==> config.mk <==
export PLATFORM = sky130hd
export DESIGN_NAME = cdb_arbiter_rr
export DESIGN_NICKNAME = d
export VERILOG_FILES = /design/src/rtl/rv32i_types.sv /design/src/rtl/cdb_arbiter_rr_pick.sv /design/src/rtl/cdb_arbiter_rr.sv
export SDC_FILE = /design/constraint.sdc
export NUM_CORES = 1
export LEC_CHECK = 0
export ABC_AREA = 1
export CAP_MARGIN = 20
export CORE_UTILIZATION = 38
export DETAILED_ROUTE_END_ITERATION = 10
export PLACE_DENSITY = 0.82
export SLEW_MARGIN = 20
export SYNTH_ARGS = -nofsm -noshare
export SYNTH_HDL_FRONTEND = slang
export SYNTH_SLANG_ARGS = --single-unit
==> constraint.sdc <==
create_clock -name i_clk -period 2.4 [get_ports i_clk]
set_input_delay 0.48 -clock i_clk [delete_from_list [all_inputs] [get_ports i_clk]]
set_output_delay 0.48 -clock i_clk [all_outputs]
set_load 0.01 [all_outputs]
==> src/rtl/rv32i_types.sv <==
// ---------------------------------------------------------------------------
// rv32i_types
// Shared types for the out-of-order core back end.
//   cdb_t      : one common-data-bus beat (valid qualifier, ROB tag, result)
//   arb_mode_t : CDB arbitration policy selector
//   CDB_MAX_FU : upper bound on the number of units sharing the CDB
// ---------------------------------------------------------------------------
package rv32i_types;

    localparam int CDB_MAX_FU = 8;
    localparam int ROB_TAG_W  = 5;
    localparam int XLEN       = 32;

    typedef struct packed {
        logic                 valid;
        logic [ROB_TAG_W-1:0] tag;
        logic [XLEN-1:0]      data;
    } cdb_t;

    typedef enum logic {
        ARB_RR  = 1'b0,
        ARB_TDM = 1'b1
    } arb_mode_t;

endpackage

==> src/rtl/cdb_arbiter_rr_pick.sv <==
// ---------------------------------------------------------------------------
// rr_pick
// Purely combinational circular priority picker.
// Searches i_req starting at i_base, wrapping past NUM_FU-1 back to 0,
// and returns the first requester found.
//   i_req   [NUM_FU] : request vector
//   i_base  [IDX_W]  : index with highest priority this cycle
//   o_grant [NUM_FU] : one-hot grant, zero when nobody requests
//   o_idx   [IDX_W]  : index of the granted requester (0 when none)
//   o_any            : a grant was made
// ---------------------------------------------------------------------------
module rr_pick #(
    parameter int NUM_FU = 3,
    parameter int IDX_W  = $clog2(NUM_FU)
) (
    input  logic [NUM_FU-1:0] i_req,
    input  logic [IDX_W-1:0]  i_base,
    output logic [NUM_FU-1:0] o_grant,
    output logic [IDX_W-1:0]  o_idx,
    output logic              o_any
);

    // Walk the requesters in priority order; the first hit wins and
    // every later candidate is masked by o_any.
    always_comb begin
        int w_cand;
        o_grant = '0;
        o_idx   = '0;
        o_any   = 1'b0;
        w_cand  = 0;
        for (int k = 0; k < NUM_FU; k++) begin
            w_cand = int'(i_base) + k;
            if (w_cand >= NUM_FU) begin
                w_cand = w_cand - NUM_FU;
            end
            if (!o_any && i_req[w_cand]) begin
                o_any           = 1'b1;
                o_idx           = IDX_W'(w_cand);
                o_grant[w_cand] = 1'b1;
            end
        end
    end

endmodule

==> src/rtl/cdb_arbiter_rr.sv <==
// ---------------------------------------------------------------------------
// cdb_arbiter_rr
// Arbitrates NUM_FU functional-unit result latches onto one registered
// common data bus. Round-robin (ARB_MODE=0) or fixed slot rotation
// (ARB_MODE=1). After a branch flush, results are drained and the bus is
// held empty for FLUSH_CYCLES cycles, counting the flush cycle itself.
//   i_clk            : clock, rising edge
//   i_rst_n          : asynchronous reset, active low
//   i_fu_cdb[NUM_FU] : per-unit result, .valid is the request
//   i_flush          : branch mispredict flush
//   o_fu_ack[NUM_FU] : accept; unit i drops its result on the edge it is set
//   o_cdb            : registered broadcast, .valid qualifies it
//   o_busy           : squash window active
// ---------------------------------------------------------------------------
module cdb_arbiter_rr
    import rv32i_types::*;
#(
    parameter int NUM_FU       = 3,
    parameter int FLUSH_CYCLES = 3,
    parameter int ARB_MODE     = 0
) (
    input  logic              i_clk,
    input  logic              i_rst_n,
    input  cdb_t              i_fu_cdb [NUM_FU],
    input  logic              i_flush,
    output logic [NUM_FU-1:0] o_fu_ack,
    output cdb_t              o_cdb,
    output logic              o_busy
);

    localparam int        IDX_W   = $clog2(NUM_FU);
    localparam arb_mode_t MODE    = arb_mode_t'(ARB_MODE == 1);
    localparam logic [IDX_W-1:0] LAST_IDX = IDX_W'(NUM_FU - 1);
    localparam logic [2:0]       SQ_LOAD  = 3'(FLUSH_CYCLES - 1);

    logic [IDX_W-1:0]  r_rrPtr;
    logic [IDX_W-1:0]  r_slot;
    logic [2:0]        r_sqCnt;
    cdb_t              r_cdb;

    logic [NUM_FU-1:0] w_req;
    logic [NUM_FU-1:0] w_rrGrant;
    logic [IDX_W-1:0]  w_rrIdx;
    logic              w_rrAny;
    logic [NUM_FU-1:0] w_grant;
    logic [IDX_W-1:0]  w_gIdx;
    logic              w_gAny;
    logic              w_squash;

    // Gather the request bits out of the result structs.
    always_comb begin
        w_req = '0;
        for (int i = 0; i < NUM_FU; i++) begin
            w_req[i] = i_fu_cdb[i].valid;
        end
    end

    rr_pick #(
        .NUM_FU (NUM_FU),
        .IDX_W  (IDX_W)
    ) u_pick (
        .i_req   (w_req),
        .i_base  (r_rrPtr),
        .o_grant (w_rrGrant),
        .o_idx   (w_rrIdx),
        .o_any   (w_rrAny)
    );

    assign w_squash = i_flush || (r_sqCnt != 3'd0);

    // Mode mux: in slot mode only the slot owner may win, and only if it
    // is actually presenting a result.
    always_comb begin
        w_grant = '0;
        w_gIdx  = '0;
        w_gAny  = 1'b0;
        if (MODE == ARB_TDM) begin
            w_gIdx = r_slot;
            w_gAny = w_req[r_slot];
            if (w_req[r_slot]) begin
                w_grant[r_slot] = 1'b1;
            end
        end else begin
            w_grant = w_rrGrant;
            w_gIdx  = w_rrIdx;
            w_gAny  = w_rrAny;
        end
    end

    // While squashing every pending result is acked so the units drain
    // their stale latches. Outputs are gated by reset so they clear the
    // moment reset asserts rather than at the next edge.
    always_comb begin
        o_fu_ack = '0;
        o_busy   = 1'b0;
        if (i_rst_n) begin
            o_fu_ack = w_squash ? w_req : w_grant;
            o_busy   = w_squash;
        end
    end

    // Squash counter: a flush (re)loads the remaining window length, so
    // back-to-back flushes extend rather than stack.
    always_ff @(posedge i_clk or negedge i_rst_n) begin
        if (!i_rst_n) begin
            r_sqCnt <= 3'd0;
        end else if (i_flush) begin
            r_sqCnt <= SQ_LOAD;
        end else if (r_sqCnt != 3'd0) begin
            r_sqCnt <= r_sqCnt - 3'd1;
        end
    end

    // Round-robin pointer moves just past the winner; it is frozen during
    // a squash so arbitration resumes where it left off. The slot rotates
    // unconditionally.
    always_ff @(posedge i_clk or negedge i_rst_n) begin
        if (!i_rst_n) begin
            r_rrPtr <= '0;
            r_slot  <= '0;
        end else begin
            r_slot <= (r_slot == LAST_IDX) ? '0 : r_slot + IDX_W'(1);
            if (MODE == ARB_RR && !w_squash && w_gAny) begin
                r_rrPtr <= (w_gIdx == LAST_IDX) ? '0 : w_gIdx + IDX_W'(1);
            end
        end
    end

    // Output register: loads the winner, or an empty beat when nobody won
    // or the window is squashing.
    always_ff @(posedge i_clk or negedge i_rst_n) begin
        if (!i_rst_n) begin
            r_cdb <= '0;
        end else if (!w_squash && w_gAny) begin
            r_cdb <= i_fu_cdb[w_gIdx];
        end else begin
            r_cdb <= '0;
        end
    end

    assign o_cdb = r_cdb;

endmodule
==> results.json <==
{
  "place_congestion": 0.969,
  "power_mw": 4.61,
  "nets": 687,
  "worstPathArrival_ns": 2.01,
  "cap_violations": 0,
  "cts_tree": "built",
  "crit_required_ns": 1.92,
  "crit_start": "r_rrPtr[1]",
  "finalWirelength_mm": 9.05,
  "antenna_found_initial": 0,
  "htree_num_levels": 2,
  "clkSlewWorstSetupHoldPaths_ns": 0.08,
  "peakVddDrop_v": 0.000625,
  "drive_gt1_share_pct": 14.0,
  "rsz0062_at_grt": "yes",
  "synth-edff-count": 0,
  "setup_viol": 3,
  "fin_ws_ns": -0.0891,
  "grt-ovfl-total": 0,
  "first_pass_iters": 9,
  "r2r_start": "r_rrPtr[1]",
  "clockRootBuffer": "clkbuf_8",
  "die_y_um": 84.6,
  "grt_pass1_vias": 2952,
  "multiInputGateArea_um2": 1380,
  "core_um2": 6460,
  "clock_latency_ns": 0.29,
  "netlist_area_um2": 2590,
  "cts.sinks": 43,
  "initial_core_util_pct": 40.1,
  "finalHoldViolCount": 0,
  "ys_seq_area_share_pct": 41.5,
  "dieWidth_um": 84.6,
  "placed_cell_area_um2": 4340,
  "port_buffers": 158,
  "maxSlewHeadroom_pct": 64.0,
  "synthDistinctLibCells": 26,
  "ios": 159,
  "num_rows": 29,
  "vias_per_cell": 4.89,
  "drv_slew": 0,
  "worstMarginPinSlew_ns": 0.540,
  "final_cell_mix": "193 x nand2_1, 152 x clkdlybuf4s50_1, 43 x dfrtp_1",
  "start_kind": "flop",
  "violations": "DRC, setup timing",
  "period_share_pct": 104,
  "ys.flop_type": "dfrtp_1",
  "grt_pass1_wl_mm": 13.7,
  "syn_avg_cell_area_um2": 6.84,
  "async_flop_share_pct": 100,
  "run_status": "finished, violations left",
  "synth_warnings": 0,
  "p_per_area_nw_per_um2": 994,
  "numCtsBuffers": 5,
  "cp_max_fo": 6,
  "worst_hold_path_type": "in2async",
  "final_cell_area_um2": 4630,
  "syn_nets": 502,
  "skew_ns": 0.00584,
  "rr_worst_depth": 15,
  "rrSetupSlack_ns": 0.08,
  "crit_type": "reg2out",
  "power.leakage_nw": 2.34,
  "grt_use_total_pct": 24.3,
  "regArea_um2": 1080,
  "yosys_register_bits": 43,
  "ant_nets": 0,
  "dp_hpwl_mm": 6.42,
  "syn_to_final_growth_pct": 78.8,
  "die_area_um2": 7150,
  "antenna_cells": 0,
  "num_vias": 3137,
  "drc": 14,
  "grt_max_degree": 43,
  "fillers": 521,
  "max_freq_mhz": 402,
  "drt_iter0_markers": 153,
  "final_common_cell": "nand2_1",
  "fin_crit_ns": 2.49,
  "crit_path_end_kind": "output pin",
  "syn_inst": 379,
  "clockBufferDepth": 2,
  "routedWlPerCell_um": 14.1,
  "timing.rr.end": "o_cdb[26]"
}
report_power, final:
group	total, mW	internal (mW)	leakage [nW]	switching (mW)
Clock	0.456	0.204	0.0412	0.252
Sequential	0.960	0.900	0.588	0.0603
Combinational	3.19	1.45	1.71	1.75
Total	4.61	2.55	2.34	2.06
synthesized netlist by cell type (2+ instances only):
master     n  area [µm²]
o21ai_0    5        25.0
ha_1       6        75.1
inv_1     20        75.1
a31oi_1    3        18.8
nor2_4     2        22.5
buf_4      5        37.5
nor3_1     2        10.0
nand2_2    4        25.0
nor2_1    20        75.1
inv_2      6        22.5
nand3_1   41         205
buf_6      3        33.8
nand4_1    2        12.5
dfrtp_1   43        1080
nand2_1  196         736
buf_2     10        50.1
a21oi_1    2        10.0
worst max-delay path, cell delays in order, from the launching register on:
cell	delay [ns]
dfrtp_1	0.40
buf_6	0.13
ha_4	0.30
buf_4	0.12
nand2_1	0.06
nand3_1	0.11
nand2_2	0.09
a31oi_1	0.14
nand3_1	0.09
o211ai_1	0.09
inv_1	0.05
buf_2	0.13
metrics by stage:
stage               util (%)  std cells  worst slack [ns]  hold WS [ns]  setup TNS [ns]
detailed placement      67.2        621            -0.353         0.306          -11.32
floorplan                  -        379             0.326         0.184               0
finish                  71.7        642           -0.0891         0.357          -0.111
global placement        67.2        621            -0.277         0.302           -7.44
global route            71.7        642            -0.173         0.400          -0.499
CTS                     70.1        637           -0.0597         0.377         -0.0830
layout make-up:
type / count / share of cell area (%)
Clock buffer: 6 / 1.57
Clock inverter: 2 / 0.270
Inverter: 26 / 2.16
Multi-Input combinational cell: 293 / 29.9
Sequential cell: 43 / 23.2
Tap cell: 77 / 2.08
Timing Repair Buffer: 195 / 40.8
cell families (layout without fill, tap and decap cells):
kind of cell,Yosys count,after routing,share of synthesized area (%)
flops,43,43,41.5
fa+ha+maj,6,6,2.90
buf+inv,44,229,8.45
compound gates,16,16,3.81
simple gates,270,271,43.3
worst max path at each step:
stage                  end  depth (start not counted)
3_5_place_dp   o_fu_ack[0]                          8
2_1_floorplan  o_fu_ack[1]                         11
5_1_grt        o_fu_ack[2]                         12
3_3_place_gp   o_fu_ack[0]                          8
4_1_cts        o_fu_ack[2]                         12
6_report       o_fu_ack[2]                         11
registers in the layout, summed over array words and instances (netlist names):
register / flops
o_cdb: 38
r_rrPtr: 2
r_sqCnt: 3
per-layer routing:
layer  vias to the layer above  routed length (µm)  share of wire [%]  GRT usage (%)
met5                         -                   0                  0              0
met4                         0                 173                1.9           6.63
met3                        23                 830                9.2           5.11
met2                       154                4610                 51           45.2
met1                      1412                3440                 38           28.1
li1                       1548                   -                  -              -
what timing repair did:
action,in CTS,in global routing
setup buffers,6,5
gates resized for setup,25,16
pin swaps,4,7
hold buffers,1,0
hold endpoints to repair,1,0
setup endpoints to repair,37,43
cloned,1,0
No activity file was read; power rests on OpenSTA's default activity.
